`config.mk`:
```
export PLATFORM = sky130hd
export DESIGN_NAME = wdt_rst_gen
export DESIGN_NICKNAME = d
export VERILOG_FILES = /design/src/rtl/wdt_rst_gen.sv
export SDC_FILE = /design/constraint.sdc
export NUM_CORES = 1
export LEC_CHECK = 0
export ABC_AREA = 1
export BUFFER_PORTS_ARGS = -buffer_cell sky130_fd_sc_hd__buf_2
export CORE_MARGIN = 5
export CORE_UTILIZATION = 50
export DETAILED_ROUTE_END_ITERATION = 6
export GPL_TIMING_DRIVEN = 0
export PLACE_DENSITY = 0.71
export SETUP_SLACK_MARGIN = 0.4
export SYNTH_ARGS = -nofsm -noshare
export SYNTH_HDL_FRONTEND = slang
export SYNTH_SLANG_ARGS = --single-unit
```
`constraint.sdc`:
```
create_clock -name clk -period 2.5 [get_ports clk]
set_input_delay 0.125 -clock clk [delete_from_list [all_inputs] [get_ports clk]]
set_output_delay 0.125 -clock clk [all_outputs]
set_load 0.03 [all_outputs]
```
`src/rtl/wdt_rst_gen.sv`:
```
`default_nettype none
// ============================================================================
//  Module      : wdt_rst_gen
//  Description : Two-stage watchdog producing a software-reset request.
//                The first missed deadline raises a level warning IRQ; a
//                second consecutive timeout fires a fixed-length reset pulse
//                towards the system reset controller (soft_rst_en input).
//                Firmware configures and feeds it through a 4-word register
//                port on the core clock.
//  Revision    : 1.0 - initial release
// ----------------------------------------------------------------------------
//  Ports
//    clk        in   1   core clock
//    rst_n      in   1   asynchronous active-low reset
//    we_i       in   1   register write strobe, one cycle per write
//    addr_i     in   4   byte address, [3:2] = 0 CTRL, 1 LOAD, 2 FEED, 3 CNT
//    wdata_i    in   32  write data
//    rdata_o    out  32  read data, combinational from addr_i
//    wdt_irq_o  out  1   warning interrupt (level, registered)
//    wdt_rst_o  out  1   reset request pulse (registered)
//  Register map
//    CTRL  : bit0 EN, bit1 LOCK (sticky); read-only bit3 irq, bits[5:4] state
//    LOAD  : reload value, a write of 0 stores 1
//    FEED  : write FEED_KEY to restart the count; reads 0
//    CNT   : current down-counter, read-only
// ============================================================================
module wdt_rst_gen #(
  parameter int unsigned CNT_W     = 32,
  parameter logic [31:0] LOAD_RST  = 32'h00FF_FFFF,
  parameter logic [31:0] FEED_KEY  = 32'h5A5A_A5A5,
  parameter int unsigned RST_PULSE = 4
) (
  input  logic        clk,
  input  logic        rst_n,
  input  logic        we_i,
  input  logic [3:0]  addr_i,
  input  logic [31:0] wdata_i,
  output logic [31:0] rdata_o,
  output logic        wdt_irq_o,
  output logic        wdt_rst_o
);

  // Pulse counter only has to hold RST_PULSE-1.
  localparam int unsigned PW = (RST_PULSE > 1) ? $clog2(RST_PULSE) : 1;

  // Encoding is visible to software through CTRL[5:4].
  typedef enum logic [1:0] {
    ST_IDLE  = 2'd0,
    ST_COUNT = 2'd1,
    ST_WARN  = 2'd2,
    ST_FIRE  = 2'd3
  } state_e;

  state_e           state_q, state_d;
  logic             en_q,    en_d;
  logic             lock_q,  lock_d;
  logic [CNT_W-1:0] load_q,  load_d;
  logic [CNT_W-1:0] cnt_q,   cnt_d;
  logic             irq_q,   irq_d;
  logic             rst_q,   rst_d;
  logic [PW-1:0]    pulse_q, pulse_d;

  // --------------------------------------------------------------------------
  // Register-port decode
  // --------------------------------------------------------------------------
  logic wr_ctrl;
  logic wr_load;
  logic wr_feed;
  logic ctrl_ok;
  logic key_ok;
  logic unused_addr;

  assign wr_ctrl = we_i && (addr_i[3:2] == 2'd0);
  assign wr_load = we_i && (addr_i[3:2] == 2'd1);
  assign wr_feed = we_i && (addr_i[3:2] == 2'd2);
  // LOCK freezes CTRL and LOAD, but never the feed path.
  assign ctrl_ok = wr_ctrl && !lock_q;
  assign key_ok  = (wdata_i == FEED_KEY);
  // Byte-lane bits of the address carry no meaning for word registers.
  assign unused_addr = ^addr_i[1:0];

  // --------------------------------------------------------------------------
  // State register
  // --------------------------------------------------------------------------
  always_ff @(posedge clk or negedge rst_n) begin
    if (!rst_n) begin
      state_q <= ST_IDLE;
      en_q    <= 1'b0;
      lock_q  <= 1'b0;
      load_q  <= LOAD_RST[CNT_W-1:0];
      cnt_q   <= '0;
      irq_q   <= 1'b0;
      rst_q   <= 1'b0;
      pulse_q <= '0;
    end else begin
      state_q <= state_d;
      en_q    <= en_d;
      lock_q  <= lock_d;
      load_q  <= load_d;
      cnt_q   <= cnt_d;
      irq_q   <= irq_d;
      rst_q   <= rst_d;
      pulse_q <= pulse_d;
    end
  end

  // --------------------------------------------------------------------------
  // Next-state logic
  // Per-cycle priority inside COUNT/WARN:
  //   wrong key > disable > valid feed > expiry > decrement
  // --------------------------------------------------------------------------
  always_comb begin
    state_d = state_q;
    en_d    = en_q;
    lock_d  = lock_q;
    load_d  = load_q;
    cnt_d   = cnt_q;
    irq_d   = irq_q;
    rst_d   = rst_q;
    pulse_d = pulse_q;

    // CTRL register update; the EN bit cannot be touched while a pulse runs
    // so a started reset request always completes.
    if (ctrl_ok) begin
      lock_d = lock_q | wdata_i[1];
      if (state_q != ST_FIRE) begin
        en_d = wdata_i[0];
      end
    end

    // New LOAD only matters at the next reload; zero would mean "fire now"
    // and is clamped to 1.
    if (wr_load && !lock_q) begin
      if (wdata_i[CNT_W-1:0] == '0) begin
        load_d = CNT_W'(1);
      end else begin
        load_d = wdata_i[CNT_W-1:0];
      end
    end

    case (state_q)
      ST_IDLE: begin
        cnt_d = '0;
        if (ctrl_ok && wdata_i[0]) begin
          cnt_d   = load_q;
          state_d = ST_COUNT;
        end
      end

      ST_COUNT, ST_WARN: begin
        if (wr_feed && !key_ok) begin
          // Punitive: a bad key is treated as a runaway firmware.
          state_d = ST_FIRE;
          rst_d   = 1'b1;
          pulse_d = PW'(RST_PULSE - 1);
        end else if (ctrl_ok && !wdata_i[0]) begin
          state_d = ST_IDLE;
          cnt_d   = '0;
          irq_d   = 1'b0;
        end else if (wr_feed) begin
          // A feed landing on the expiry cycle still rescues the count.
          state_d = ST_COUNT;
          cnt_d   = load_q;
          irq_d   = 1'b0;
        end else if (cnt_q == '0) begin
          if (state_q == ST_COUNT) begin
            state_d = ST_WARN;
            cnt_d   = load_q;
            irq_d   = 1'b1;
          end else begin
            state_d = ST_FIRE;
            rst_d   = 1'b1;
            pulse_d = PW'(RST_PULSE - 1);
          end
        end else begin
          cnt_d = cnt_q - CNT_W'(1);
        end
      end

      ST_FIRE: begin
        // pulse_q counts the remaining high cycles after the current one.
        if (pulse_q == '0) begin
          state_d = ST_IDLE;
          rst_d   = 1'b0;
          irq_d   = 1'b0;
          en_d    = 1'b0;
          cnt_d   = '0;
        end else begin
          pulse_d = pulse_q - PW'(1);
        end
      end

      default: begin
        state_d = ST_IDLE;
      end
    endcase
  end

  // --------------------------------------------------------------------------
  // Read mux
  // --------------------------------------------------------------------------
  logic [31:0] load_ext;
  logic [31:0] cnt_ext;

  always_comb begin
    load_ext             = '0;
    load_ext[CNT_W-1:0]  = load_q;
    cnt_ext              = '0;
    cnt_ext[CNT_W-1:0]   = cnt_q;
  end

  always_comb begin
    rdata_o = '0;
    case (addr_i[3:2])
      2'd0:    rdata_o = {26'd0, state_q, irq_q, 1'b0, lock_q, en_q};
      2'd1:    rdata_o = load_ext;
      2'd2:    rdata_o = '0;
      default: rdata_o = cnt_ext;
    endcase
  end

  assign wdt_irq_o = irq_q;
  assign wdt_rst_o = rst_q;

endmodule
`default_nettype wire

```
### Yosys cells after proc, flatten, opt, wreduce, memory -nomap -nowiden

Index checks and enable logic that the tools add are counted.

* register bits: 72
* input port bits: 39
* output and inout bits: 34
* logic and storage cells: 95

* add/sub/neg operators: 2
* equality and inequality tests: 19
* multiplexer cells: 42
* bitwise gates (word level): 1
* reductions and logical operators: 23

Operator list (count)
* $mux 32: 8
* $pmux 32 s3: 2
* $logic_not 32->1: 2
* $eq 32x31->1 const B: 1
* $sub 32x1->32 const B: 1
* $mux 2: 12
* $mux 1: 16
* $ne 3x3->1 const B: 4
* $reduce_and 6->1: 2
* $ne 2x2->1 const B: 5
* $ne 5x5->1 const B: 2
* $logic_and 1x1->1: 8
* $ne 4x4->1 const B: 2
* $eq 2x2->1 const B: 3
* $logic_not 2->1: 3
* $pmux 2 s3: 1
* $reduce_and 3->1: 2
* $reduce_and 5->1: 1
* $eq 2x1->1 const B: 2
* $pmux 1 s2: 2
* $pmux 2 s2: 1
* $logic_not 1->1: 3
* $reduce_bool 2->1: 1
* $reduce_or 2->1: 1
* other kinds (2): 2

### Logic depth before layout (Yosys ltp)

* depth in word-level cells: 7
* gate-level depth with buffers: 12

### Worst setup path after synthesis

No wires, ideal clock.

* path kind: register to register
* start: register cnt_q[0] (netlist: cnt_ext[0])
* end: register cnt_q[11] (netlist: cnt_ext[11])
* setup time: 0.117 ns
* data arrival time: 1.726 ns
* data required time: 2.383 ns
* setup slack: 0.658 ns
* stages on the path, launching flop included: 13
* buffers on the path: 1
* clock period less this slack: 1.842 ns
* cell sequence: dfrtp_1 inv_1 ha_1 nand2_2 nor2_8 nand3_4 nor2_4 nand2_2 nand3_4 inv_2 buf_2 nand2_1 nand2_1

* longest elaborated chain between the ends: 6

Ends and longest elaborated chain
* from (decl): RTL line 58 `logic [CNT_W-1:0] cnt_q, cnt_d;`
* from (signal assigned): RTL line 100 `cnt_q <= cnt_d;`
* $sub 32x1->32 or $logic_not 32->1 (tied branches): RTL line 176, 165
* $mux 32: RTL line 165 `end else if (cnt_q == '0) begin`
* $mux 32: RTL line 160 `end else if (wr_feed) begin`
* $mux 32: RTL line 156 `end else if (ctrl_ok && !wdata_i[0]) begin`
* $mux 32: RTL line 151 `if (wr_feed && !key_ok) begin`
* $pmux 32 s3: RTL line 141 `case (state_q)`

Several ways; a longest one is shown, not always the timed one. The select of a mux whose other input is x is not followed.
A chain may end at the register's enable or synchronous reset.

### Final worst setup path

* start: register cnt_q[2] (netlist: cnt_ext[2])
* end: register cnt_q[29] (netlist: cnt_ext[29])

The elaborated chain is that of the path after synthesis.

==> results.md <==
- Syn avg cell area: roughly 6.4 µm²
- Clock sink count: 72
- Final setup vio count: 0
- Core box area: 0.01079 mm²
- Worst setup EP type: flip-flop
- Synth top area cells: dfrtp_1 22%, nand2_1 19%, dfstp_2 12%
- Gr usage total: between 20 and 30%
- Cell with the most instances after synthesis: nand2_1
- Worst R2R Start: cnt_ext[2]
- Routed vias/inst: 5.540
- CTS tree: done
- CTS Buf Count: 9
- # nets final: 1007
- Final HPWL DP: between 10000 and 15000 µm
- Htree depth: 3
- First-pass DRT Iterations: 7
- Clock slew at reported path FFs: 0.08 ns
- Worst slew pin tran: slightly above 0.7 ns
- Seq/Total Area, Yosys: 33.50%
- Chip width: ~110 µm
- Clock Tree Buf Depth: 2
- Placer Congestion: a little under 1
- Port Buffer Count: 70
- Slew Limit Fails: 0
- FF-to-FF setup slack: 0.40 ns
- Setup_tns: 0 ns
- Iter 0 DRT Violations: around 750
- First-pass GRT wire length: 29610 µm
- Wirelength per Cell: 16.87 µm
- CP Capture Point: cnt_ext[29]
- Share of cells above drive strength 1: a little under a fifth
- Crit path arrival time: about 2.4 ns
- Fin crit period: 2.100 ns
- Req. time, crit path: between 2 and 3 ns
- Worst setup path startpoint: cnt_ext[2]
- Critical path class: flip-flop to flip-flop
- WL final: around 19000 µm
- DRC violations left: 0
- Vias in the first global route: about 5700
- Post-synth EDFFs: 0
- Largest net degree at the start of global routing: 43
- Clock Latency Late Sink: about 0.38 ns
- Syn Nets: around 900
- Async set-reset flop share out of synthesis: 100.0%
- Leak: around 0.0033 µW
- CTS root buffer: clkbuf_8
- I/O pins: 73
- ANT cells: 0
- Total vias in the final route: just over 6000
- Maximum Capacitance Violations: 0
- Dominant synthesized flop cell: dfrtp_1
- Initial antenna violation count: 0
- VDD IR max: between 0.0005 and 0.0006 V
- Final Cycle Share: between 80% and 90%
- Distinct cells, synth: 33
- Routed Antenna Nets: 0
- Final hold viol count: 0
- Status: completed
- Crit Reg-Reg Endpoint: cnt_ext[29]
- Yosys warns: 0
- Finished Core Util: between 60% and 70%
- Post-Synthesis Cells: roughly 860
- Clock skew: 0.01161 ns
- Crit Path Max Fanout: 5
- Synthesized flop and latch total: a little over 70
- RSZ-0062 raised after global routing: true
- Power density cells: roughly 1100 mW/mm²
- Initial Utilization: approximately half
- Post-synth top cells: 274 x nand2_1, 106 x inv_1, 99 x nor2_1
- Die height: approximately 110 µm
- Fmax: 476.2 MHz
- Hold Crit Class: input pin to flip-flop
- Synth area leader: dfrtp_1
- Worst setup SP type: flip-flop
- Synthesized area: around 0.0055 mm²
- Rel. slew slack: approximately 53%
- Placement Rows: 38
- Growth of design area from synthesis to finish: 19.02%
- Post-synth top area share: a little over a fifth
- Worst reg2reg path depth: 10
- Full die area: roughly 0.013 mm²
- GR Overflow Total: 0
==> worst min path at each step <==
stage                 from           end  slack [ns]  cells past startpoint
6_report       wdata_i[19]  load_ext[19]       0.007                      3
3_3_place_gp   wdata_i[12]  load_ext[12]        0.37                      3
3_5_place_dp         rst_n     wdt_rst_o         0.1                      1
5_1_grt        wdata_i[16]  load_ext[16]        0.01                      3
4_1_cts        wdata_i[27]  load_ext[27]       0.002                      3
2_1_floorplan        rst_n    cnt_ext[0]       -0.17                      0
==> sequential cells by signal (all words and copies together), names as in the netlist <==
name / count
lock_q: 1
wdt_rst_o: 1
state_q: 2
pulse_q: 2
cnt_ext: 32
wdt_irq_o: 1
en_q: 1
load_ext: 32
==> power by group <==
| group | switching (µW) | internal (µW) | leakage (µW) | total, µW |
|---|---|---|---|---|
| logic | 2740 | 1400 | 0.00234 | 4140 |
| clock network | 478 | 617 | 0.000114 | 1090 |
| registers | 313 | 1490 | 0.000847 | 1800 |
| total | 3530 | 3500 | 0.00330 | 7030 |
==> logic make-up after synthesis <==
family / after synthesis / share of synthesized area [%]
AO/OA/AOI/OAI: 99 / 10.96
AND/OR/NAND/NOR: 525 / 41.72
buffers and inverters: 146 / 11.10
flip-flops: 72 / 33.50
adder cells (fa/ha/maj): 7 / 1.602
XOR/XNOR: 7 / 1.121
==> critical path, stage by stage, from the launching register on <==
cell and delay (ns):
dfrtp_1 0.45, inv_1 0.11, nand3_1 0.17, nor2_1 0.40, nand2_1 0.26, o21ai_0 0.22
nand2_1 0.08, nor2_1 0.09, nor2_1 0.05, nor2_1 0.13, nor2_2 0.05
==> placed cells by master (no fill, tap or decap), types with 4 or more instances in the layout <==
master         count
nor2_1            94
a21boi_1          14
nand4_1           16
o221ai_1           5
a21oi_2            4
dfrtp_1           48
dlygate4sd3_1     15
nand2_1          274
xor2_1             6
buf_4             11
nor4_1             5
buf_2             73
dfstp_2           24
o21ai_0           45
nand3_1           86
ha_1               5
o22ai_1           28
inv_2              4
clkbuf_2           4
nor3_1            22
clkbuf_1          17
inv_1            104
buf_6              6
nor2_2            16
clkbuf_8          11
==> final cells by class <==
type / count / area [µm²]
plain buffers: 37 / 212.7
clock buffers: 13 / 158.9
clock inverters: 3 / 65.06
fillers: 1059 / 4285
inverters: 109 / 409.1
multi-input cells: 638 / 3072
flip-flops and latches: 72 / 1832
well taps: 140 / 175.2
repair buffers: 94 / 583.1
==> repair_timing <==
item | CTS | global route
hold endpoints to repair | 40 | 0
hold buffers | 15 | 0
setup endpoints to repair | 38 | 36
setup buffers | 4 | 4
gates resized for setup | 7 | 18
pin swaps | 2 | 2
==> per-stage QoR <==
| stage | instances | setup slack (ns) | power (µW) | area, µm² | hold slack [ns] |
|---|---|---|---|---|---|
| finish | 1106 | 0.4000 | 7034 | 6507 | 0.006732 |
| global route | 1106 | 0.3804 | 7567 | 6507 | 0.01483 |
| CTS | 1102 | 0.4139 | 6824 | 6440 | 0.001883 |
| detailed placement | 1067 | 0.1348 | 5636 | 6016 | 0.09632 |
| global placement | 1066 | 0.1676 | 5589 | 5993 | 0.3707 |
| floorplan | 856 | 0.6577 | 4641 | 5468 | -0.1706 |
==> routing by layer <==
layer / vias to the layer above / track usage (%) / share of wire, %
met4: 0 / 13.70 / 3.5
li1: 2960 / - / -
met5: - / 0 / 0
met1: 2785 / 40.42 / 43
met2: 327 / 44.00 / 44
met3: 55 / 5.444 / 9.6
(Power assumes the default switching activity.)
